`src/rtl/pipeline_debug_database.sv`:
```
// Debug snapshot mux: packs MIPS pipeline stage state into 32-bit words and
// registers the word picked by i_control onto o_dato for the debug unit to stream out.
module pipeline_debug_database #(
    parameter int ADDR_LENGTH                     = 10,
    parameter int LONGITUD_INSTRUCCION            = 32,
    parameter int CANT_BITS_CONTROL               = 4,
    parameter int CANT_BITS_REGISTROS             = 32,
    parameter int CANT_BITS_ALU_OP                = 2,
    parameter int CANT_BITS_ALU_CONTROL           = 4,
    parameter int CANT_REGISTROS                  = 32,
    parameter int CANT_BITS_SELECT_BYTES_MEM_DATA = 3,
    parameter int WIDTH_DATA_MEM                  = 32,
    parameter int CANT_BITS_FLAG_BRANCH           = 3,
    localparam int RW                             = $clog2(CANT_REGISTROS)
) (
    input  logic                                       i_clock,
    input  logic                                       i_soft_reset,
    input  logic [CANT_BITS_CONTROL-1:0]               i_control,
    // PC / fetch
    input  logic [ADDR_LENGTH-1:0]                     i_pc,
    input  logic [ADDR_LENGTH-1:0]                     i_adder_pc,
    input  logic [ADDR_LENGTH-1:0]                     i_contador_ciclos,
    input  logic [LONGITUD_INSTRUCCION-1:0]            i_instruction_fetch,
    // IF/ID and ID
    input  logic [ADDR_LENGTH-1:0]                     i_branch_dir_ID,
    input  logic                                       i_branch_control_ID,
    input  logic [CANT_BITS_FLAG_BRANCH-1:0]           i_flag_branch,
    input  logic [CANT_BITS_REGISTROS-1:0]             i_data_A,
    input  logic [CANT_BITS_REGISTROS-1:0]             i_data_B,
    input  logic [CANT_BITS_REGISTROS-1:0]             i_extension_signo_constante,
    input  logic [RW-1:0]                              i_reg_rs,
    input  logic [RW-1:0]                              i_reg_rt,
    input  logic [RW-1:0]                              i_reg_rd,
    // ID/EX
    input  logic                                       i_RegDst,
    input  logic                                       i_RegWrite_ID_to_EX,
    input  logic                                       i_ALUSrc,
    input  logic                                       i_MemRead_ID_to_EX,
    input  logic                                       i_MemWrite_ID_to_EX,
    input  logic                                       i_MemtoReg_ID_to_EX,
    input  logic                                       i_halt_detected_ID_to_EX,
    input  logic [CANT_BITS_ALU_OP-1:0]                i_ALUOp,
    input  logic [CANT_BITS_ALU_CONTROL-1:0]           i_ALUCtrl,
    input  logic [CANT_BITS_SELECT_BYTES_MEM_DATA-1:0] i_select_bytes_mem_data_ID_to_EX,
    // EX/MEM
    input  logic                                       i_RegWrite_EX_to_MEM,
    input  logic                                       i_MemRead_EX_to_MEM,
    input  logic                                       i_MemWrite_EX_to_MEM,
    input  logic                                       i_MemtoReg_EX_to_MEM,
    input  logic                                       i_halt_detected_EX_to_MEM,
    input  logic [CANT_BITS_SELECT_BYTES_MEM_DATA-1:0] i_select_bytes_mem_datos_EX_to_MEM,
    input  logic [RW-1:0]                              i_registro_destino_EX_to_MEM,
    input  logic [CANT_BITS_REGISTROS-1:0]             i_result_alu,
    input  logic [WIDTH_DATA_MEM-1:0]                  i_data_write_to_mem,
    input  logic [ADDR_LENGTH-1:0]                     i_branch_dir_EX,
    input  logic [1:0]                                 i_branch_control_EX,
    // MEM/WB
    input  logic                                       i_RegWrite_MEM_to_WB,
    input  logic                                       i_MemtoReg_MEM_to_WB,
    input  logic                                       i_halt_detected_MEM_to_WB,
    input  logic [RW-1:0]                              i_registro_destino_MEM_to_WB,
    input  logic [CANT_BITS_REGISTROS-1:0]             i_data_alu_MEM_to_WB,
    input  logic [WIDTH_DATA_MEM-1:0]                  i_data_mem_MEM_to_WB,
    input  logic                                       i_halt_detected_WB_to_Debug_Unit,
    output logic [LONGITUD_INSTRUCCION-1:0]            o_dato
);

    localparam int LI = LONGITUD_INSTRUCCION;
    localparam int CB = CANT_BITS_CONTROL;

    localparam logic [CB-1:0] SEL_PC        = CB'(0);
    localparam logic [CB-1:0] SEL_ADDER_PC  = CB'(1);
    localparam logic [CB-1:0] SEL_INSTR     = CB'(2);
    localparam logic [CB-1:0] SEL_CICLOS    = CB'(3);
    localparam logic [CB-1:0] SEL_ID_REGS   = CB'(4);
    localparam logic [CB-1:0] SEL_DATA_A    = CB'(5);
    localparam logic [CB-1:0] SEL_DATA_B    = CB'(6);
    localparam logic [CB-1:0] SEL_EXT_SIGNO = CB'(7);
    localparam logic [CB-1:0] SEL_ID_EX     = CB'(8);
    localparam logic [CB-1:0] SEL_EX_MEM    = CB'(9);
    localparam logic [CB-1:0] SEL_ALU       = CB'(10);
    localparam logic [CB-1:0] SEL_DATA_WR   = CB'(11);
    localparam logic [CB-1:0] SEL_MEM_WB    = CB'(12);
    localparam logic [CB-1:0] SEL_WB_ALU    = CB'(13);
    localparam logic [CB-1:0] SEL_WB_MEM    = CB'(14);

    logic [LI-1:0] dato_d;
    logic [LI-1:0] dato_q;

    // Concatenations list fields MSB-first; the size cast zero-extends or truncates to the word.
    always_comb begin
        dato_d = '0;
        case (i_control)
            SEL_PC:        dato_d = LI'(i_pc);
            SEL_ADDER_PC:  dato_d = LI'(i_adder_pc);
            SEL_INSTR:     dato_d = LI'(i_instruction_fetch);
            SEL_CICLOS:    dato_d = LI'(i_contador_ciclos);
            SEL_ID_REGS:   dato_d = LI'({i_branch_control_ID, i_flag_branch, i_branch_dir_ID,
                                         i_reg_rs, i_reg_rt, i_reg_rd});
            SEL_DATA_A:    dato_d = LI'(i_data_A);
            SEL_DATA_B:    dato_d = LI'(i_data_B);
            SEL_EXT_SIGNO: dato_d = LI'(i_extension_signo_constante);
            SEL_ID_EX:     dato_d = LI'({i_RegDst, i_RegWrite_ID_to_EX, i_ALUSrc, i_ALUOp,
                                         i_MemRead_ID_to_EX, i_MemWrite_ID_to_EX,
                                         i_MemtoReg_ID_to_EX, i_ALUCtrl,
                                         i_select_bytes_mem_data_ID_to_EX,
                                         i_halt_detected_ID_to_EX});
            SEL_EX_MEM:    dato_d = LI'({i_RegWrite_EX_to_MEM, i_MemRead_EX_to_MEM,
                                         i_MemWrite_EX_to_MEM, i_MemtoReg_EX_to_MEM,
                                         i_select_bytes_mem_datos_EX_to_MEM,
                                         i_halt_detected_EX_to_MEM,
                                         i_registro_destino_EX_to_MEM,
                                         i_branch_control_EX, i_branch_dir_EX});
            SEL_ALU:       dato_d = LI'(i_result_alu);
            SEL_DATA_WR:   dato_d = LI'(i_data_write_to_mem);
            SEL_MEM_WB:    dato_d = LI'({i_RegWrite_MEM_to_WB, i_MemtoReg_MEM_to_WB,
                                         i_halt_detected_MEM_to_WB,
                                         i_registro_destino_MEM_to_WB,
                                         i_halt_detected_WB_to_Debug_Unit});
            SEL_WB_ALU:    dato_d = LI'(i_data_alu_MEM_to_WB);
            SEL_WB_MEM:    dato_d = LI'(i_data_mem_MEM_to_WB);
            default:       dato_d = '0;
        endcase
    end

    always_ff @(posedge i_clock) begin
        if (i_soft_reset) begin
            dato_q <= '0;
        end else begin
            dato_q <= dato_d;
        end
    end

    assign o_dato = dato_q;

endmodule

```
`config.mk`:
```
export PLATFORM = sky130hd
export DESIGN_NAME = pipeline_debug_database
export DESIGN_NICKNAME = d
export VERILOG_FILES = /design/src/rtl/pipeline_debug_database.sv
export SDC_FILE = /design/constraint.sdc
export NUM_CORES = 1
export LEC_CHECK = 0
export ABC_AREA = 1
export ABC_CLOCK_PERIOD_IN_PS = 3700
export CORE_AREA = 2 2 157 159
export DETAILED_ROUTE_END_ITERATION = 10
export DIE_AREA = 0 0 159 161
export MAX_ROUTING_LAYER = met4
export SYNTH_ARGS = -nofsm -noshare
export SYNTH_HDL_FRONTEND = slang
export SYNTH_SLANG_ARGS = --single-unit
export TNS_END_PERCENT = 30
```
`constraint.sdc`:
```
create_clock -name i_clock -period 3.7 [get_ports i_clock]
set_clock_uncertainty 0.2 [all_clocks]
set_input_delay 0.37 -clock i_clock [delete_from_list [all_inputs] [get_ports i_clock]]
set_output_delay 0.37 -clock i_clock [all_outputs]
set_load 0.02 [all_outputs]
```
==> impl_metrics.json <==
{
  "postRouteAntennaNets": 0,
  "die_area_sq_mm": 0.0256,
  "grt_overflow_total": 0,
  "worst_slew_pin_slew_ns": 0.746,
  "hold_class": "in2reg",
  "start_util": 0.169,
  "firstDrtPassIters": 4,
  "core_area_sq_mm": 0.0240,
  "finalSetupTns_ns": 0,
  "cts_resized": 0,
  "fmax_mhz": 393,
  "synth_area_sq_mm": 0.00406,
  "rsz0062_at_grt": "no",
  "slew_viol_final": 0,
  "synth_nets": 1235,
  "clock_sink_count": 32,
  "status": "complete, no violations",
  "crit_type": "in2reg",
  "gp_congestion": 0.896,
  "drc": 0,
  "grt_pass1_wl_mm": 41.5,
  "drt-total-wl_mm": 28.2,
  "rows": 57,
  "post_cts_buffers": 0,
  "cp-end-kind": "register",
  "cts_made_buffers": 5,
  "start_kind": "primary input",
  "ctsHoldBuffers": 0,
  "syn_inst": 864,
  "h-tree-depth": 2,
  "first_global_vias": 7009,
  "synth_top_cell_by_area": "nand2_1",
  "clock_path_buffers": 2,
  "hold_viol_final": 0,
  "vias": 6790,
  "slew_headroom": 0.501,
  "clk_pin_slew_ns": 0.06,
  "grt.total_usage": 0.220,
  "die_width_microns": 159,
  "synth_seq_cells": 32,
  "setup_ws_ns": 1.15,
  "antennaDiodeCount": 0,
  "cts_tree": "yes",
  "min_period_ns": 2.55,
  "cp.required_ns": 3.72,
  "powerDensity_mw_per_mm2": 191,
  "syn_to_final_growth_pct": 113,
  "ios": 403,
  "period_share": 0.688,
  "peakVddDrop_v": 0.000136,
  "synth.top_cells.by_area": "nand2_1 38%, nand3_1 21%, dfxtp_1 16%, nor2_1 12%, buf_2 5.3%",
  "clockRootBuffer": "clkbuf_16",
  "n_fill_cell": 2728,
  "num-nets-final": 1617,
  "path_max_fanout": 11,
  "portBuffers": 402,
  "grt_max_degree": 48,
  "place_ws_ns": 0.823,
  "drt_iter0_drc": 383,
  "wl_per_cell_microns": 17.9,
  "avgSynthCellArea_sq_um": 4.69,
  "fp.dieH_microns": 161,
  "setup_violations": 0,
  "largest_reg_flops": 32,
  "ys_types": 14,
  "final_layout_size_suffix_gt1_frac": 0.0353,
  "antenna_found_initial": 0,
  "hpwlAfterDp_mm": 22.7,
  "arrival_ns": 2.56,
  "maxCapViolations": 0,
  "synth-seq-area-share": 0.158,
  "vias_per_cell": 4.32,
  "yosysTopAreaCellShare": 0.378,
  "p_leak_nw": 4.16,
  "yosysWarningCount": 0
}
[cell usage after synthesis, drive strengths merged]
cell	number
nand2	408
nor2	139
nand4	1
dfxtp	32
clkbuf	4
inv	54
clkinv	2
a21oi	7
nor3	1
nand3	171
buf	45
[power by group]
group	internal (W)	total, W	switching, W	leakage [nW]
combinational	0.000466	0.000788	0.000321	3.82
sequential	0.000374	0.000385	0.0000105	0.264
clock	0.000317	0.000482	0.000165	0.0808
total	0.00116	0.00165	0.000497	4.16
[logic make-up (layout without fill, tap and decap cells)]
group | count (synthesis) | after routing | synth area share
AND/OR/NAND/NOR | 720 | 720 | 0.723
AO/OA/AOI/OAI | 7 | 7 | 0.00864
buffers and inverters | 105 | 488 | 0.110
flip-flops | 32 | 32 | 0.158
[critical path, cell delays in order]
cell and delay [ns]:
clkdlybuf4s50_1 0.56, inv_2 0.13, nand2_1 0.18, nor2_2 0.60, buf_4 0.34, nand2_1 0.10
nand2_1 0.08, a21oi_1 0.04, a21oi_1 0.16
[worst paths after layout]
check / slack, ns / endpoint / cells past startpoint / startpoint
setup / recovery: 1.15 / o_dato[29]$_SDFF_PP0_ / 9 / i_control[0]
hold / removal: 0.53 / o_dato[30]$_SDFF_PP0_ / 3 / i_instruction_fetch[30]
[area by class of cell]
cell class / instances / area [sq um] / area share
Timing Repair Buffer: 424 / 4200 / 0.486
Multi-Input combinational cell: 727 / 3020 / 0.350
Sequential cell: 32 / 641 / 0.0741
Tap cell: 324 / 405 / 0.0469
Inverter: 56 / 210 / 0.0243
Clock buffer: 6 / 129 / 0.0149
Clock inverter: 2 / 35.0 / 0.00405
[routing by layer]
layer | part of all wire | global-route usage
met1 | 0.41 | 0.249
met5 | 0 | -
met4 | 0.015 | 0.0488
met2 | 0.50 | 0.400
met3 | 0.068 | 0.0447
[per-stage QoR]
stage	total power, W	hold slack, ns	cell area, sq um	instances	util
global placement	0.00119	0.819	8480	1563	0.354
global route	0.00175	0.562	8640	1571	0.361
detailed placement	0.00119	0.824	8480	1563	0.354
floorplan	0.000617	0.341	4060	864	-
CTS	0.00169	0.516	8640	1571	0.361
finish	0.00165	0.529	8640	1571	0.361
[layout by cell type (no fill, tap or decap)]
cell and n:
nand2_1 408, clkdlybuf4s50_1 402, nand3_1 171, nor2_1 125, inv_1 53, dfxtp_1 32
buf_4 21, nor2_2 8, a21oi_1 7, nor2_4 6, clkbuf_16 5, clkinv_1 2
inv_2 1, nor3_1 1, nand4_1 1, clkinv_2 1, bufinv_16 1, clkbuf_1 1
buf_12 1
(Power assumes the default switching activity.)
